<file path="config.mk">
export PLATFORM = sky130hd
export DESIGN_NAME = counter_bank_arbiter_flat
export DESIGN_NICKNAME = d
export VERILOG_FILES = /design/src/rtl/counter_bank_arbiter_if.sv /design/src/rtl/counter_bank_arbiter.sv /design/src/flat_wrapper.sv
export SDC_FILE = /design/constraint.sdc
export NUM_CORES = 1
export LEC_CHECK = 0
export ABC_AREA = 1
export CORE_UTILIZATION = 45
export CTS_BUF_LIST = sky130_fd_sc_hd__clkbuf_4 sky130_fd_sc_hd__clkbuf_8 sky130_fd_sc_hd__clkbuf_16
export DETAILED_ROUTE_END_ITERATION = 6
export PLACE_DENSITY = 0.63
export SYNTH_ARGS = -nofsm -noshare
export SYNTH_HDL_FRONTEND = slang
export SYNTH_SLANG_ARGS = --single-unit
</file>
<file path="constraint.sdc">
create_clock -name clk -period 2.7 [get_ports clk]
set_clock_uncertainty 0.15 [all_clocks]
set_input_delay 0.27 -clock clk [delete_from_list [all_inputs] [get_ports clk]]
set_output_delay 0.27 -clock clk [all_outputs]
set_load 0.02 [all_outputs]
</file>
<file path="src/rtl/counter_bank_arbiter_if.sv">
// Command/response bundle between the event requesters and the shared counter bank.
// Each requester owns one slice of the request vectors.
interface counter_bank_arbiter_if #(
   parameter int NUM_REQ = 4,
   parameter int IDX_W   = 3,
   parameter int CNT_W   = 8,
   parameter int ID_W    = $clog2(NUM_REQ)
);
   logic [NUM_REQ-1:0]       req_valid;
   logic [2*NUM_REQ-1:0]     req_op;
   logic [IDX_W*NUM_REQ-1:0] req_idx;
   logic [NUM_REQ-1:0]       req_ready;
   logic                     rsp_valid;
   logic [ID_W-1:0]          rsp_id;
   logic [CNT_W-1:0]         rsp_data;
   logic                     rsp_ovf;

   modport master (
      output req_valid, req_op, req_idx,
      input  req_ready, rsp_valid, rsp_id, rsp_data, rsp_ovf
   );

   modport slave (
      input  req_valid, req_op, req_idx,
      output req_ready, rsp_valid, rsp_id, rsp_data, rsp_ovf
   );
endinterface

</file>
<file path="src/rtl/counter_bank_arbiter.sv">
// Round-robin arbitrated counter bank: one INC/CLR/READ/NOP command per cycle,
// READ results returned one cycle later on a tagged response channel.
module counter_bank_arbiter #(
   parameter int NUM_REQ  = 4,
   parameter int NUM_CNT  = 8,
   parameter int IDX_W    = 3,
   parameter int CNT_W    = 8,
   parameter int SATURATE = 0
) (
   input  logic                   clk,
   input  logic                   rst_n,
   counter_bank_arbiter_if.slave  bus
);
   localparam int PTR_W = $clog2(NUM_REQ);
   localparam int SLOTS = 1 << IDX_W;

   // Opcode 2'b11 is NOP: it wins arbitration but matches none of these.
   localparam logic [1:0] OP_INC  = 2'b00;
   localparam logic [1:0] OP_CLR  = 2'b01;
   localparam logic [1:0] OP_READ = 2'b10;

   logic [PTR_W-1:0] ptr_reg;
   logic [PTR_W-1:0] ptr_next;
   logic [PTR_W-1:0] cand [NUM_REQ];
   logic             grant;
   logic [PTR_W-1:0] winner;
   logic [1:0]       win_op;
   logic [IDX_W-1:0] win_idx;

   logic [CNT_W-1:0] cnt_reg [SLOTS];
   logic             ovf_reg [SLOTS];
   logic [SLOTS-1:0] in_range;
   logic [SLOTS-1:0] slot_hit;

   logic             rsp_valid_reg;
   logic [PTR_W-1:0] rsp_id_reg;
   logic [CNT_W-1:0] rsp_data_reg;
   logic             rsp_ovf_reg;

   // Scan order: candidate k is requester (ptr + k) mod NUM_REQ.
   genvar gi;
   generate
      for (gi = 0; gi < NUM_REQ; gi++) begin : g_cand
         logic [PTR_W:0] sum;
         assign sum      = {1'b0, ptr_reg} + (PTR_W+1)'(gi);
         assign cand[gi] = (sum >= (PTR_W+1)'(NUM_REQ)) ? PTR_W'(sum - (PTR_W+1)'(NUM_REQ))
                                                        : PTR_W'(sum);
      end
   endgenerate

   always_comb begin
      grant  = 1'b0;
      winner = '0;
      for (int k = 0; k < NUM_REQ; k++) begin
         if (!grant && bus.req_valid[cand[k]]) begin
            grant  = 1'b1;
            winner = cand[k];
         end
      end
   end

   assign bus.req_ready = grant ? (NUM_REQ'(1) << winner) : '0;
   assign win_op        = bus.req_op[{winner, 1'b0} +: 2];
   assign win_idx       = bus.req_idx[int'(winner) * IDX_W +: IDX_W];

   always_comb begin
      ptr_next = ptr_reg;
      if (grant) begin
         ptr_next = (winner == PTR_W'(NUM_REQ - 1)) ? '0 : winner + 1'b1;
      end
   end

   always_ff @(posedge clk or negedge rst_n) begin
      if (!rst_n) begin
         ptr_reg <= '0;
      end else begin
         ptr_reg <= ptr_next;
      end
   end

   // Slots beyond NUM_CNT exist only so any index decodes; they never write and read as zero.
   generate
      for (gi = 0; gi < SLOTS; gi++) begin : g_slot
         assign in_range[gi] = (gi < NUM_CNT);
         assign slot_hit[gi] = grant && in_range[gi] && (win_idx == IDX_W'(gi));

         always_ff @(posedge clk or negedge rst_n) begin
            if (!rst_n) begin
               cnt_reg[gi] <= '0;
               ovf_reg[gi] <= 1'b0;
            end else if (slot_hit[gi]) begin
               if (win_op == OP_CLR) begin
                  cnt_reg[gi] <= '0;
                  ovf_reg[gi] <= 1'b0;
               end else if (win_op == OP_INC) begin
                  if (&cnt_reg[gi]) begin
                     ovf_reg[gi] <= 1'b1;
                     if (SATURATE == 0) begin
                        cnt_reg[gi] <= '0;
                     end
                  end else begin
                     cnt_reg[gi] <= cnt_reg[gi] + 1'b1;
                  end
               end
            end
         end
      end
   endgenerate

   // Response captures pre-edge counter state; fields hold between pulses.
   always_ff @(posedge clk or negedge rst_n) begin
      if (!rst_n) begin
         rsp_valid_reg <= 1'b0;
         rsp_id_reg    <= '0;
         rsp_data_reg  <= '0;
         rsp_ovf_reg   <= 1'b0;
      end else begin
         rsp_valid_reg <= grant && (win_op == OP_READ);
         if (grant && (win_op == OP_READ)) begin
            rsp_id_reg   <= winner;
            rsp_data_reg <= cnt_reg[win_idx];
            rsp_ovf_reg  <= ovf_reg[win_idx];
         end
      end
   end

   assign bus.rsp_valid = rsp_valid_reg;
   assign bus.rsp_id    = rsp_id_reg;
   assign bus.rsp_data  = rsp_data_reg;
   assign bus.rsp_ovf   = rsp_ovf_reg;

endmodule

</file>
<file path="src/flat_wrapper.sv">
// flat-port wrapper written by rule: the top's interface ports become plain ports
module counter_bank_arbiter_flat 
#(
   parameter int NUM_REQ  = 4,
   parameter int NUM_CNT  = 8,
   parameter int IDX_W    = 3,
   parameter int CNT_W    = 8,
   parameter int SATURATE = 0
)
  (clk, rst_n, bus_req_valid, bus_req_op, bus_req_idx, bus_req_ready, bus_rsp_valid, bus_rsp_id, bus_rsp_data, bus_rsp_ovf);
  counter_bank_arbiter_if #(.NUM_REQ(NUM_REQ), .IDX_W(IDX_W), .CNT_W(CNT_W)) bus_i ();
  input  logic clk;
  input  logic rst_n;
  input wire logic [$bits(bus_i.req_valid)-1:0] bus_req_valid;
  input wire logic [$bits(bus_i.req_op)-1:0] bus_req_op;
  input wire logic [$bits(bus_i.req_idx)-1:0] bus_req_idx;
  output wire logic [$bits(bus_i.req_ready)-1:0] bus_req_ready;
  output wire logic [$bits(bus_i.rsp_valid)-1:0] bus_rsp_valid;
  output wire logic [$bits(bus_i.rsp_id)-1:0] bus_rsp_id;
  output wire logic [$bits(bus_i.rsp_data)-1:0] bus_rsp_data;
  output wire logic [$bits(bus_i.rsp_ovf)-1:0] bus_rsp_ovf;
  assign bus_i.req_valid = bus_req_valid;
  assign bus_i.req_op = bus_req_op;
  assign bus_i.req_idx = bus_req_idx;
  assign bus_req_ready = bus_i.req_ready;
  assign bus_rsp_valid = bus_i.rsp_valid;
  assign bus_rsp_id = bus_i.rsp_id;
  assign bus_rsp_data = bus_i.rsp_data;
  assign bus_rsp_ovf = bus_i.rsp_ovf;
  counter_bank_arbiter #(.NUM_REQ(NUM_REQ), .NUM_CNT(NUM_CNT), .IDX_W(IDX_W), .CNT_W(CNT_W), .SATURATE(SATURATE)) u_core (.clk(clk), .rst_n(rst_n), .bus(bus_i));
endmodule
</file>
==> results of run 1 <==
final cells by class:
type | count | area [um^2] | area share
clock buffer | 10 | 233 | 0.0272
clock inverter | 6 | 134 | 0.0156
inverter | 105 | 419 | 0.0490
multi-input combinational | 680 | 3990 | 0.466
sequential | 86 | 2150 | 0.252
tap | 176 | 220 | 0.0257
timing repair buffer | 138 | 1410 | 0.165
per-stage QoR:
step	instances	area, um^2	setup slack, ns	hold WS, ns
2_1_floorplan	898	6250	0.301	-0.176
3_3_place_gp	1151	7250	-0.239	0.178
3_5_place_dp	1151	7250	-0.236	0.178
4_1_cts	1174	7720	-0.0000224	0.327
5_1_grt	1201	8560	-0.217	0.346
6_report	1201	8560	-0.0564	0.313
cell families after synthesis:
kind of cell	share of synthesized area
DFF	0.344
and+or+nand+nor	0.426
buffers and inverters	0.0987
AOI/OAI and AO/OA	0.0735
adders and majority gates	0.0240
xor gates and xnor gates	0.0336
per-layer routing:
layer / share of wire / routed length (um)
met5: 0 / 0
met4: 0.019 / 343
met3: 0.043 / 769
met2: 0.46 / 8210
met1: 0.47 / 8390
worst register-to-register path: cells and delay by family (launching register included):
family | cells | cell delay [ns]
simple gates | 12 | 1.31
buf+inv | 5 | 0.72
flops | 1 | 0.43
compound gates | 1 | 0.08
Yosys cell counts, drive strengths merged:
cell type and instances:
buf 28, nor2 67, a21boi 1, ha 12, a21oi 11, nor3 17, a31o 2, nand4 9
or2 7, inv 105, o21ai 69, nand2 324, dfrtp 86, o31ai 1, xor2 24, nand3 128
nand3b 7
what timing repair did:
item | in CTS | in global routing
cloned | 0 | 4
resized for setup | 21 | 182
setup buffers | 6 | 23
hold buffers | 1 | 0
hold endpoints to repair | 44 | 0
setup endpoints to repair | 12 | 88
pin swaps | 4 | 42
how the worst max path moves through the flow:
stage                           start            endpoint  slack [ns]  cells after the start
floorplan           u_core.ptr_reg[1]   u_core.ovf_reg[6]        0.30                     17
detailed placement   bus_req_valid[3]    bus_req_ready[3]       -0.24                     14
finish              u_core.ptr_reg[1]  u_core.cnt_reg[53]       -0.06                     18
global placement     bus_req_valid[3]    bus_req_ready[3]       -0.24                     14
global route        u_core.ptr_reg[1]  u_core.cnt_reg[53]       -0.22                     19
CTS                 u_core.ptr_reg[0]   u_core.ovf_reg[1]    -0.00002                     17
==> results.yml, run 1 <==
global_routing:
  grtUsageMet1: 0.334
  grt.busiest_layer: "met2"
  grt_max_degree: 47
  overflow: 0
  globalRouteMet2Util: 0.383
  use_met3: 0.0394
  antenna_found_initial: 0
  grt_pass1_vias: 5591
  grt_usage: 0.242
  grt_pass1_wl_um: 27300
floorplan:
  die_h_um: 120
  io_pins: 42
  die_area_mm2: 0.0144
  start_util: 0.466
  chipWidth_um: 120
  design.core.area_mm2: 0.0134
  rows: 42
synth:
  synth_area_leaders: "dfrtp_1 34%, nand2_1 18%, nand3_1 9.3%, inv_1 5.6%, xor2_1 3.4%"
  seq_area_frac_synth: 0.344
  syn_nets: 936
  synth_top_area_share: 0.344
  synth_top_cell_by_area: "dfrtp_1"
  synth_cell_types: 33
  ys_ff_latch: 86
  avgSynthCellArea_um2: 6.96
  synth_cells: 898
  netlist_area_mm2: 0.00625
  ys_warn_count: 0
worst_setup_path:
  rrSetupSlack_ns: -0.06
  crit_path_start_kind: "register"
  cp_slowest_stage_delay_ns: 0.43
  crit_arrival_ns: 2.89
  crit_fanout: 8
  r2r_cells: 18
  end_kind: "register"
  slowest_stage: "dfrtp_1"
  r2r_start: "u_core.ptr_reg[1]"
  cp_num_buf_inv: 5
  crit_family: "simple AND/OR/NAND/NOR gates"
  worstPathCellList: "buf_4 > buf_4 > nand3_2 > nand2_4 > nor2_2 > nand3_2 > nand2_4 > nand2_8 > buf_6 > nand2_4 > nand3_4 > nand2_4 > buf_12 > nand3_4 > nor2_4 > buf_6 > nand3_2 > o21ai_2"
  worstReg2RegEnd: "u_core.cnt_reg[53]"
  cp.required_ns: 2.83
  cpMostUsedCell: "nand2_4"
  path_class: "register to register"
detailed_routing:
  detail-route-antenna-nets: 0
  drc: 0
  vias: 6187
  wl_per_cell_um: 14.7
  drt-vias-per-instance: 5.15
  drt_iter0_markers: 464
  finalWirelength_um: 17700
  first_pass_iters: 5
sta:
  tns_ns: -0.276
  max_freq_mhz: 363
  slew_viol_final: 0
  fin_crit_sh: 1.02
  setup_ws_ns: -0.0564
  setup_viol: 18
  worst_pin_slew_ns: 0.640
  period_needed_ns: 2.76
  rsz0062_at_grt: "true"
  max_slew_margin: 0.573
  finalHoldViolCount: 0
clock_network:
  cts_tree: "built"
  clk_pin_slew_ns: 0.07
  cts_buffer_depth: 2
  cts.sinks: 86
  cts_root_buffer: "clkbuf_16"
  clk_latency_ns: 0.35
  numCtsBuffers: 9
  cts-htree-levels: 3
outcome:
  status: "finished with violations"
  violations: "setup timing"
cells_and_area:
  fillers: 1170
  post-route-util: 0.639
  mostFrequentLayoutCell: "nand2_1"
  nNetsFinal: 1058
  largest_reg_flops: 64
  final_cell_mix: "258 x nand2_1, 93 x nand3_1, 89 x inv_1, 85 x dfrtp_1, 53 x buf_4"
  n_antenna_cell: 0
  area_growth_pct: 37.0
  layout-drive-gt1-share: 0.281
placement:
  dpl.hpwl_um: 12100
  numPortBuffers: 41
  place_congestion: 0.831
hold_path:
  min_path_type: "input pin to async pin"
job:
  cap_violations: 0
Power of run 1 is left out: the tool's default activity adds up to more than one toggle a clock period on the data nets, which glitch-free logic cannot reach.
==> run 2: changes to the inputs <==
--- a/config.mk
+++ b/config.mk
@@ -9,7 +9,7 @@
 export CORE_UTILIZATION = 45
 export CTS_BUF_LIST = sky130_fd_sc_hd__clkbuf_4 sky130_fd_sc_hd__clkbuf_8 sky130_fd_sc_hd__clkbuf_16
 export DETAILED_ROUTE_END_ITERATION = 6
-export PLACE_DENSITY = 0.63
+export PLACE_DENSITY = 0.65
 export SYNTH_ARGS = -nofsm -noshare
 export SYNTH_HDL_FRONTEND = slang
 export SYNTH_SLANG_ARGS = --single-unit
==> constraint.sdc (replaced) <==
create_clock -name clk -period 2.4 [get_ports clk]
set_clock_uncertainty 0.15 [all_clocks]
set_input_delay 0.24 -clock clk [delete_from_list [all_inputs] [get_ports clk]]
set_output_delay 0.24 -clock clk [all_outputs]
set_load 0.02 [all_outputs]
==> run 2 against run 1 <==
Against the previous run:
- the run still ends with setup timing left
- maximum frequency rose by 1.6%
- global-route usage grew 0.59 points
- via count decreased by 1.8%
- sequential share of layout area up 0.49 points
- core utilization is 1.2 points lower
- register-to-register slack worse by 0.26 ns
- hold slack got worse by 0.089 ns
- worst setup slack lost 0.26 ns
- non-clock buffer count decreased by 12
- die area did not move
- first-iteration DRC count fell by 4.3%
- wire length shrank 3.5%
- critical path type unchanged
- critical endpoint unchanged
- highest routed layer unchanged
==> results.yml, run 2 (synthesis gave the netlist of run 1 again) <==
floorplan:
  die_h_um: 120
  rows: 42
  io_pins: 42
  die_area_mm2: 0.0144
  design.core.area_mm2: 0.0134
  start_util: 0.466
  chipWidth_um: 120
worst_setup_path:
  end_kind: "register"
  cp.required_ns: 2.53
  worstPathCellList: "buf_6 > nand2_2 > nand3_4 > nand2_4 > inv_2 > nand3_4 > nor2_4 > nor2_4 > nor2_8 > buf_6 > nand3_2 > nand2_4 > nand3_4 > nor2_4 > buf_6 > nand3_2 > o21ai_1"
  crit_path_start_kind: "register"
  crit_fanout: 7
  cp_num_buf_inv: 4
  slowest_stage: "dfrtp_2"
  cp_slowest_stage_delay_ns: 0.43
  crit_family: "simple AND/OR/NAND/NOR gates"
  crit_arrival_ns: 2.84
  path_class: "register to register"
detailed_routing:
  detail-route-antenna-nets: 0
  first_pass_iters: 5
  finalWirelength_um: 17100
  drt-vias-per-instance: 5.10
  vias: 6074
  drc: 0
  wl_per_cell_um: 14.3
  drt_iter0_markers: 444
clock_network:
  numCtsBuffers: 9
  cts_root_buffer: "clkbuf_16"
  clk_pin_slew_ns: 0.07
  cts_buffer_depth: 2
  clk_latency_ns: 0.36
  cts_tree: "built"
  cts.sinks: 86
  cts-htree-levels: 3
placement:
  dpl.hpwl_um: 12000
  place_congestion: 0.893
  numPortBuffers: 41
  post-place-ws_ns: -0.497
cells_and_area:
  layout-drive-gt1-share: 0.260
  largest_reg_flops: 64
  area_growth_pct: 34.4
  final_cell_mix: "267 x nand2_1, 88 x inv_1, 88 x nand3_1, 84 x dfrtp_1"
  fillers: 1194
  mostFrequentLayoutCell: "nand2_1"
  nNetsFinal: 1049
  n_antenna_cell: 0
global_routing:
  grt_max_degree: 39
  grt_usage: 0.248
  grt_pass1_vias: 5730
  antenna_found_initial: 0
  grt_pass1_wl_um: 28000
  overflow: 0
sta:
  setup_ws_ns: -0.314
  max_freq_mhz: 368
  slew_viol_final: 0
  hold_slack_ns: 0.224
  rsz0062_at_grt: "true"
  max_slew_margin: 0.700
  finalHoldViolCount: 0
  worst_pin_slew_ns: 0.449
  setup_viol: 88
  fin_crit_sh: 1.13
  period_needed_ns: 2.71
hold_path:
  min_path_type: "input pin to async pin"
outcome:
  violations: "setup timing"
  status: "finished with violations"
job:
  cap_violations: 0
[run 2: timing repair]
item,in CTS,in global routing
cloned,5,0
pin swaps,36,14
hold buffers,1,0
endpoints found under the hold margin,27,0
setup buffers,10,3
resized for setup,133,39
endpoints found under the setup margin,88,88
[run 2: worst register-to-register path: cells and delay by family, from the launching register on]
kind            cells  cell delay [ns]
buf+inv             4             0.52
flops               1             0.43
simple gates       12             1.46
compound gates      1             0.07
[run 2: layout make-up]
| cell class | instances | area, um^2 | share of cell area |
|---|---|---|---|
| multi-input combinational | 683 | 3980 | 0.474 |
| inverter | 105 | 424 | 0.0505 |
| sequential | 86 | 2150 | 0.257 |
| clock inverter | 7 | 97.6 | 0.0116 |
| tap | 176 | 220 | 0.0262 |
| clock buffer | 9 | 225 | 0.0268 |
| timing repair buffer | 126 | 1290 | 0.154 |
[run 2: layer usage]
metal | global-route usage | vias to the layer above | routed length [um]
met3 | 0.0594 | 19 | 780
met5 | 0 | - | 0
li1 | - | 3098 | -
met2 | 0.404 | 124 | 8000
met4 | 0.0609 | 0 | 225
met1 | 0.331 | 2833 | 8070
[run 2: path summary, 6_finish.rpt]
kind	from	end	slack [ns]	cells past startpoint
min in group clk	u_core.ovf_reg[6]	u_core.ovf_reg[6]	0.33	2
hold / removal	rst_n	u_core.cnt_reg[52]	0.22	2
hold reg to reg	u_core.ovf_reg[6]	u_core.ovf_reg[6]	0.33	2
setup reg to reg	u_core.ptr_reg[0]	u_core.cnt_reg[53]	-0.31	17
max in group asynchronous	rst_n	u_core.cnt_reg[38]	1.32	3
setup / recovery	u_core.ptr_reg[0]	u_core.cnt_reg[53]	-0.31	17
[run 2: through the flow]
stage	utilization	setup TNS (ns)	area (um^2)	std cells
2_1_floorplan	-	0	6250	898
3_3_place_gp	0.546	-35.29	7320	1157
3_5_place_dp	0.546	-37.36	7320	1157
4_1_cts	0.614	-18.03	8220	1189
5_1_grt	0.627	-34.24	8400	1192
6_report	0.627	-20.86	8400	1192
Power of run 2 is left out for the same reason.
